File: src/rtl/btb_pkg.sv
// Shared types and defaults for the set-associative branch target buffer.
// Holds the 2-bit direction counter encoding, the per-entry storage record
// and the default geometry used by btb_assoc.
package btb_pkg;

    localparam int BTB_SETS  = 8;
    localparam int BTB_WAYS  = 2;

    // Widest tag occurs at the smallest legal SETS (2 -> 1 index bit).
    // Narrower configurations zero-extend their tag into this field.
    localparam int TAG_MAX_W = 29;

    typedef enum logic [1:0] {
        STRONG_NT = 2'd0,
        WEAK_NT   = 2'd1,
        WEAK_T    = 2'd2,
        STRONG_T  = 2'd3
    } ctr_e;

    typedef struct packed {
        logic                 valid;
        logic [TAG_MAX_W-1:0] tag;
        logic [31:0]          target;
        ctr_e                 ctr;
    } btb_entry_t;

endpackage

File: src/rtl/btb_sat_ctr.sv
// Next-state logic for a 2-bit saturating direction counter.
// Ports:
//   cnt_i   - current counter value
//   taken_i - resolved direction (1 = taken)
//   cnt_o   - counter value after applying the outcome
module btb_sat_ctr
    import btb_pkg::*;
(
    input  logic [1:0] cnt_i,
    input  logic       taken_i,
    output logic [1:0] cnt_o
);

    always_comb begin
        cnt_o = cnt_i;
        if (taken_i && (cnt_i != 2'(STRONG_T))) begin
            cnt_o = cnt_i + 2'd1;
        end else if (!taken_i && (cnt_i != 2'(STRONG_NT))) begin
            cnt_o = cnt_i - 2'd1;
        end
    end

endmodule

File: src/rtl/btb_assoc.sv
// Set-associative branch target buffer with flip-flop storage.
// Lookup is combinational from lookup_pc; updates from the mem stage land
// on the rising edge of CLK, so a same-cycle lookup sees pre-update data.
// Ports:
//   CLK, nRST          - clock, async active-low reset
//   lookup_pc          - fetch PC
//   hit, predict_taken - lookup result; predict_taken = hit & counter MSB
//   predict_target     - target of the hitting way, 0 on miss
//   upd_en, upd_pc, upd_target, upd_taken - resolved branch update
//   flush              - synchronous invalidate (beats a same-cycle update)
module btb_assoc
    import btb_pkg::*;
#(
    parameter int SETS = BTB_SETS,
    parameter int WAYS = BTB_WAYS
) (
    input  logic        CLK,
    input  logic        nRST,
    input  logic [31:0] lookup_pc,
    output logic        hit,
    output logic        predict_taken,
    output logic [31:0] predict_target,
    input  logic        upd_en,
    input  logic [31:0] upd_pc,
    input  logic [31:0] upd_target,
    input  logic        upd_taken,
    input  logic        flush
);

    localparam int IDX_W = $clog2(SETS);
    localparam int WAY_W = (WAYS > 1) ? $clog2(WAYS) : 1;

    btb_entry_t mem_q [SETS][WAYS];

    logic [IDX_W-1:0]     lk_idx;
    logic [TAG_MAX_W-1:0] lk_tag;
    logic [IDX_W-1:0]     up_idx;
    logic [TAG_MAX_W-1:0] up_tag;

    assign lk_idx = lookup_pc[IDX_W+1:2];
    assign lk_tag = TAG_MAX_W'(lookup_pc[31:IDX_W+2]);
    assign up_idx = upd_pc[IDX_W+1:2];
    assign up_tag = TAG_MAX_W'(upd_pc[31:IDX_W+2]);

    // Byte offset within the instruction word never selects an entry.
    logic unused_pc_bits;
    assign unused_pc_bits = ^{lookup_pc[1:0], upd_pc[1:0]};

    // Ways are scanned high to low so the lowest matching way is the last
    // writer and therefore wins if duplicates were ever forced in.
    always_comb begin
        hit            = 1'b0;
        predict_taken  = 1'b0;
        predict_target = '0;
        for (int w = WAYS - 1; w >= 0; w--) begin
            if (mem_q[lk_idx][w].valid && (mem_q[lk_idx][w].tag == lk_tag)) begin
                hit            = 1'b1;
                predict_taken  = mem_q[lk_idx][w].ctr[1];
                predict_target = mem_q[lk_idx][w].target;
            end
        end
    end

    logic             up_hit;
    logic [WAY_W-1:0] up_hit_way;
    logic             up_inv;
    logic [WAY_W-1:0] up_inv_way;
    logic [WAY_W-1:0] ptr_cur;
    logic [WAY_W-1:0] alloc_way;
    logic [1:0]       ctr_nxt;

    always_comb begin
        up_hit     = 1'b0;
        up_hit_way = '0;
        up_inv     = 1'b0;
        up_inv_way = '0;
        for (int w = WAYS - 1; w >= 0; w--) begin
            if (mem_q[up_idx][w].valid && (mem_q[up_idx][w].tag == up_tag)) begin
                up_hit     = 1'b1;
                up_hit_way = WAY_W'(w);
            end
            if (!mem_q[up_idx][w].valid) begin
                up_inv     = 1'b1;
                up_inv_way = WAY_W'(w);
            end
        end
    end

    assign alloc_way = up_inv ? up_inv_way : ptr_cur;

    btb_sat_ctr u_sat_ctr (
        .cnt_i   (mem_q[up_idx][up_hit_way].ctr),
        .taken_i (upd_taken),
        .cnt_o   (ctr_nxt)
    );

    generate
        if (WAYS > 1) begin : g_ptr
            logic [WAY_W-1:0] ptr_q [SETS];

            // Only evictions of a valid way rotate the victim pointer.
            always_ff @(posedge CLK or negedge nRST) begin
                if (!nRST) begin
                    for (int s = 0; s < SETS; s++) ptr_q[s] <= '0;
                end else if (flush) begin
                    for (int s = 0; s < SETS; s++) ptr_q[s] <= '0;
                end else if (upd_en && upd_taken && !up_hit && !up_inv) begin
                    ptr_q[up_idx] <= ptr_q[up_idx] + WAY_W'(1);
                end
            end

            assign ptr_cur = ptr_q[up_idx];
        end else begin : g_noptr
            assign ptr_cur = '0;
        end
    endgenerate

    always_ff @(posedge CLK or negedge nRST) begin
        if (!nRST) begin
            for (int s = 0; s < SETS; s++) begin
                for (int w = 0; w < WAYS; w++) mem_q[s][w] <= '0;
            end
        end else if (flush) begin
            for (int s = 0; s < SETS; s++) begin
                for (int w = 0; w < WAYS; w++) mem_q[s][w].valid <= 1'b0;
            end
        end else if (upd_en) begin
            if (up_hit) begin
                mem_q[up_idx][up_hit_way].ctr <= ctr_e'(ctr_nxt);
                if (upd_taken) mem_q[up_idx][up_hit_way].target <= upd_target;
            end else if (upd_taken) begin
                mem_q[up_idx][alloc_way].valid  <= 1'b1;
                mem_q[up_idx][alloc_way].tag    <= up_tag;
                mem_q[up_idx][alloc_way].target <= upd_target;
                mem_q[up_idx][alloc_way].ctr    <= WEAK_T;
            end
        end
    end

endmodule

File: config.mk
export PLATFORM = sky130hd
export DESIGN_NAME = btb_assoc
export DESIGN_NICKNAME = d
export VERILOG_FILES = /design/src/rtl/btb_pkg.sv /design/src/rtl/btb_sat_ctr.sv /design/src/rtl/btb_assoc.sv
export SDC_FILE = /design/constraint.sdc
export NUM_CORES = 2
export LEC_CHECK = 0
export CAP_MARGIN = 15
export CORE_ASPECT_RATIO = 2
export CORE_UTILIZATION = 45
export CTS_BUF_LIST = sky130_fd_sc_hd__clkbuf_4
export DETAILED_ROUTE_END_ITERATION = 10
export GPL_ROUTABILITY_DRIVEN = 0
export SETUP_SLACK_MARGIN = 0.3
export SYNTH_ARGS = -nofsm -noshare
export SYNTH_HDL_FRONTEND = slang
export SYNTH_SLANG_ARGS = --single-unit
File: constraint.sdc
create_clock -name CLK -period 9.3 [get_ports CLK]
set_input_delay 2.79 -clock CLK [delete_from_list [all_inputs] [get_ports CLK]]
set_output_delay 2.79 -clock CLK [all_outputs]
set_load 0.005 [all_outputs]
# Word-level counts from Yosys, hierarchy flattened

Index checks and enable logic that the tools add are counted.
Widths: inputs -> output; s select.

$add $sub $neg: 3
Magnitude comparators: 7
Equal/unequal tests: 5
Multiplexer cells: 82
Bitwise operators: 5
Reduce and logical (&&, ||, !) cells: 22

Operators with widths:

| cell               | number |
|---|---|
| $bwmux 1024        | 6 |
| $mux 1024          | 4 |
| $demux 128 s3      | 6 |
| $mux 128           | 10 |
| $bmux 128 s3       | 2 |
| $demux 64 s1       | 6 |
| $eq 29x27->1       | 4 |
| $mux 34            | 2 |
| $mux 32            | 2 |
| $mux 64            | 1 |
| $mux 63            | 1 |
| $mux 1             | 30 |
| $mux 8             | 2 |
| $mux 2             | 7 |
| $logic_and 1x1->1  | 12 |
| $bwmux 8           | 1 |
| $ge 4x4->1 const B | 2 |
| $not 3->4          | 2 |
| $reduce_bool 2->1  | 4 |
| $ge 2x2->1 const B | 2 |
| $lt 2x1->1 const B | 2 |
| $lt 4x1->1 const B | 1 |
| $not 1->2          | 2 |
| $bmux 1 s3         | 1 |
| other kinds (10)   | 12 |

Register bits after elaboration: 1032
Input port bits: 101
Output and inout port bits: 34
Word-level logic and storage cells: 196

# Logic depth before layout (Yosys ltp)

Depth after elaboration: 22
Depth in mapped cells: 20
Gate-level depth less buffers: 14

# Hierarchy

A second synthesis with hierarchy kept.

Cells, all modules: 3476
Area, all modules: 51733.4 um^2

Modules (own cells, without submodules):

| module      | instances | cells an instance | area an instance (um^2) | sequential area each (um^2) |
|---|---|---|---|---|
| btb_assoc   | 1         | 3469              | 51673.3                 | 25024.0 |
| btb_sat_ctr | 1         | 7                 | 60.1                    | 0.0 |

# Worst setup path after synthesis

Ideal clock, no wire load.

Kind: input to output
From: input port lookup_pc[2]
To: output port predict_target[10]
Arrival: 5.950 ns
Required time: 6.510 ns
Path slack: 0.560 ns
Cell stages on the path: 11
Buffers on the path: 4
Cells stage by stage: buf_2 -> buf_1 -> buf_1 -> mux4_2 -> mux2i_1 -> xor2_1 -> nand4_1 -> nor3_1 -> nand4_1 -> clkbuf_1 -> o31ai_1

Cells in the longest elaborated chain, start to end: 8
Elaborated cells on any way between the ends: 10
Classes of those cells: 2 x eq/ne; 5 x mux; 1 x bitwise; 2 x reduce/logical

Ends and longest elaborated chain:

| element                                          | RTL line                         | text |
|---|---|---|
| start: declaration                               | btb_assoc.sv:19                  | `input logic [31:0] lookup_pc,` |
| $not 3->4 (implied by the code) (*)              | btb_assoc.sv:56, btb_assoc.sv:59 |  |
| $bmux 128 s3 (*)                                 | btb_assoc.sv:56, btb_assoc.sv:59 |  |
| $mux 128 (implied by the code) (*) (2 in series) | btb_assoc.sv:59                  | `predict_target = mem_q[lk_idx][w].target;` |
| $eq 29x27->1                                     | btb_assoc.sv:56                  | `if (mem_q[lk_idx][w].valid && (mem_q[lk_idx][w].tag == lk_tag)) begin` |
| $logic_and 1x1->1                                | btb_assoc.sv:56                  |  |
| $mux 32                                          | btb_assoc.sv:56                  |  |
| $mux 32 (*)                                      | btb_assoc.sv:56                  |  |
| end: declaration                                 | btb_assoc.sv:22                  | `output logic [31:0] predict_target,` |

Mark *: on every way between the ends. The rest lies on a longest branch, timed or not. The select of a mux whose other input is x is not followed.

# Worst setup path after layout

From: input port lookup_pc[2]
To: output port predict_taken

Cells in the longest elaborated chain, start to end: 8
Elaborated cells on any way between the ends: 10
Classes of those cells: 2 x eq/ne; 5 x mux; 1 x bitwise; 2 x reduce/logical

Ends and longest elaborated chain:

| element                             | RTL line                         | text |
|---|---|---|
| $not 3->4 (implied by the code) (*) | btb_assoc.sv:56, btb_assoc.sv:58 |  |
| $bmux 128 s3 (*)                    | btb_assoc.sv:56, btb_assoc.sv:58 |  |
| $mux 128 (*) (2 in series)          | n/a                              |  |
| $eq 29x27->1                        | btb_assoc.sv:56                  |  |
| $logic_and 1x1->1                   | btb_assoc.sv:56                  |  |
| $mux 1                              | btb_assoc.sv:56                  |  |
| $mux 1 (*)                          | btb_assoc.sv:56                  |  |
| end: declaration                    | btb_assoc.sv:21                  | `output logic predict_taken,` |

Marked as above.

==> reports/results.ini <==
[cts]
htree_levels = 4
cts_hold_buf = 0
cts_buffers = 230
clkTransAtPathRegs_ns = 0.07
clockRootBuffer = clkbuf_4
cts_buffer_depth = 3
cts_tree = done
clk_latency_ns = 1.25
cts_sinks = 1000

[worst_setup_path]
crit_path_end = predict_taken
worstSetupPathType = in2out
rrSetupSlack_ns = 4.44
critPathLaunchType = primary input
r2r-start = mem_q[825]
r2r_end = mem_q[896]
worstRegToRegCells = 14
cp-end-kind = output pin
arrival_ns = 6.10
required_ns = 6.51
path_max_fanout = 7
startpoint = lookup_pc[2]

[floorplan]
initial_core_util = 0.453
die-area_mm2 = 0.113
die_h_um = 475
top_level_ports = 135
rows = 173
die_w_um = 238
core-area_mm2 = 0.111

[placement]
pre_cts_ws_ns = -0.405
detailed_place_hpwl_um = 98700
placement.io_buffers = 130

[yosys]
synth_cell_types = 60
synth_edf_count = 0
netlist_instances = 3464
synth_fp_nets = 3567
synthFlopType = dfrtp_1
synth-seq-area-share = 0.498
synth-seq-cells = 1000
synthesis.area_mm2 = 0.0503
avgSynthCellArea_um2 = 14.5
async_reset_ff_frac = 1.00
yosysWarnings = 0

[outcome]
status = finished, final reports clean

[pwr]
intPower_mw = 7.49
pwr-share-seq = 0.495
power_leakage_nw = 26.4
p_clk_frac = 0.346
p_per_area_mw_per_mm2 = 180
p_switching_mw = 2.86
swShare = 0.276
ir_worst_vdd_v = 0.000167
power_frac_comb = 0.159

[timing]
relSlewSlack = 0.203
layout_min_cycle_time_ns = 8.89
rsz0062_at_grt = false
finalSetupViolCount = 0
hold_violations = 0
timing.final.ws_setup_ns = 0.407
worstMarginPinSlew_ns = 1.20
finalCritPeriodShare = 0.956
setup_tns_ns = 0
slew_violations = 0
fin_worst_skew_ns = 0.0934
timing.fmax_ghz = 0.112

[finish]
drive_gt1_frac = 0.504
regArea_mm2 = 0.0250
multi_input_area_mm2 = 0.0243
fillers = 9544
syn_to_final_growth_pct = 14.2
final_cell_mix = dfrtp_1 (1000), mux2_2 (952), clkbuf_4 (337)
final_common_cell = dfrtp_1
final_nets = 3813

[global_route]
grt_pass1_vias = 36833
grt_util_all_layers = 0.281
antenna_found_initial = 6
grt_pass1_wl_um = 233000
gr-total-overflow = 0
grt_max_degree = 214

[drt]
wirelength_um = 154000
via_per_inst = 6.03
drt-pass1-iter-count = 5
antenna_left = 0
vias = 32469
wl_per_cell_um = 28.6
drcViolationCount = 0
drt_iter0_drc = 1877

[min_path]
holdPathStages = 1
hold_class = reg2reg

[job]
cap_violations = 0

-- sequential cells by signal (all words and copies together) (netlist names) --
register / flops
g_ptr.ptr_q: 8
mem_q: 992
-- cell families after synthesis --
logic type / synth area share
AND/OR/NAND/NOR: 0.0299
flip-flops: 0.498
multiplexers: 0.391
adder cells (fa/ha/maj): 0.000498
AO/OA/AOI/OAI: 0.0352
buffers and inverters: 0.0297
XOR/XNOR: 0.0160
-- per-stage QoR --
stage,std cells,utilization,total power [mW],hold slack [ns],cell area (µm²)
2_1_floorplan,3464,-,6.20,0.459,50300
3_3_place_gp,4934,0.485,6.71,0.468,53700
3_5_place_dp,4934,0.485,6.83,0.480,53700
4_1_cts,5360,0.516,10.5,0.496,57200
5_1_grt,5376,0.518,10.8,0.512,57400
6_report,5383,0.518,10.3,0.491,57400
-- routing by layer --
metal / GRT usage / share of wire / vias up
met5: 0 / 0.00027 / -
met4: 0.210 / 0.080 / 6
met3: 0.0544 / 0.049 / 514
met2: 0.488 / 0.52 / 1126
met1: 0.302 / 0.35 / 17143
li1: - / - / 13680
-- worst max-delay path, cell delays in order --
cell and delay, ns:
buf_16 0.12, buf_12 0.15, buf_4 0.17, buf_4 0.13
mux4_2 0.48, mux2i_1 0.24, xor2_1 0.21, buf_4 0.17
nand4_1 0.10, buf_4 0.18, nor3_4 0.17, nand4_1 0.16
buf_6 0.18, buf_4 0.16, buf_4 0.16, o31ai_4 0.33
clkbuf_2 0.18
-- cell type report --
cell class	count	share of cell area
antenna	12	0.000523
clock buffer	337	0.0441
tap	1487	0.0324
sequential	1000	0.436
multi-input combinational	2125	0.423
timing repair buffer	333	0.0555
inverter	20	0.00131
clock inverter	69	0.00728
-- synth_stat cells, types with 5 or more instances --
| cell | number | area [µm²] |
|---|---|---|
| and2_1 | 6 | 37.5 |
| o21ai_0 | 80 | 400 |
| a221oi_1 | 12 | 105 |
| mux2_1 | 17 | 191 |
| a21oi_1 | 41 | 205 |
| nor2_1 | 37 | 139 |
| nand2_1 | 128 | 480 |
| clkbuf_1 | 140 | 526 |
| buf_2 | 122 | 611 |
| nor4_1 | 28 | 175 |
| mux2_2 | 952 | 10700 |
| xnor2_1 | 70 | 613 |
| dfrtp_1 | 1000 | 25000 |
| or4_1 | 6 | 45.0 |
| nor3_1 | 14 | 70.1 |
| a21o_1 | 5 | 37.5 |
| mux4_2 | 308 | 6940 |
| nand4b_1 | 5 | 43.8 |
| mux2i_1 | 179 | 1790 |
| xor2_1 | 22 | 193 |
| o22ai_1 | 12 | 75.1 |
| a211oi_1 | 13 | 97.6 |
| o31ai_1 | 34 | 255 |
| a31oi_1 | 17 | 106 |
| buf_1 | 41 | 154 |
| a22o_1 | 6 | 52.6 |
| o31a_1 | 7 | 61.3 |
| a22oi_1 | 20 | 150 |
| nand3_1 | 22 | 110 |
| buf_4 | 14 | 105 |
| nor2b_1 | 19 | 119 |
| o21a_1 | 5 | 37.5 |
| inv_1 | 19 | 71.3 |
| and3_1 | 8 | 50.1 |
| nand4_1 | 11 | 68.8 |
-- power groups by stage --
| stage | Sequential [mW] | Combinational, mW | Clock (mW) |
|---|---|---|---|
| floorplan | 5.08 | 1.12 | 0 |
| global placement | 5.14 | 1.57 | 0 |
| detailed placement | 5.20 | 1.63 | 0 |
| CTS | 5.12 | 1.65 | 3.70 |
| global route | 5.18 | 1.75 | 3.91 |
| finish | 5.12 | 1.64 | 3.58 |
-- what timing repair did --
action	4_1_cts	5_1_grt
resized for setup	115	91
setup endpoints to repair	34	34
cloned	2	0
pin swaps	9	16
buffers inserted	18	10
hold endpoints to repair	0	0
-- worst min path at each step --
stage               startpoint         end  slack (ns)
floorplan           mem_q[608]  mem_q[608]        0.46
global placement    mem_q[608]  mem_q[608]        0.47
detailed placement   mem_q[68]   mem_q[68]        0.48
CTS                  mem_q[68]   mem_q[68]        0.50
global route        mem_q[724]  mem_q[724]        0.51
finish               mem_q[70]   mem_q[70]        0.49
Note: power is estimated with default switching activity, not from simulation.
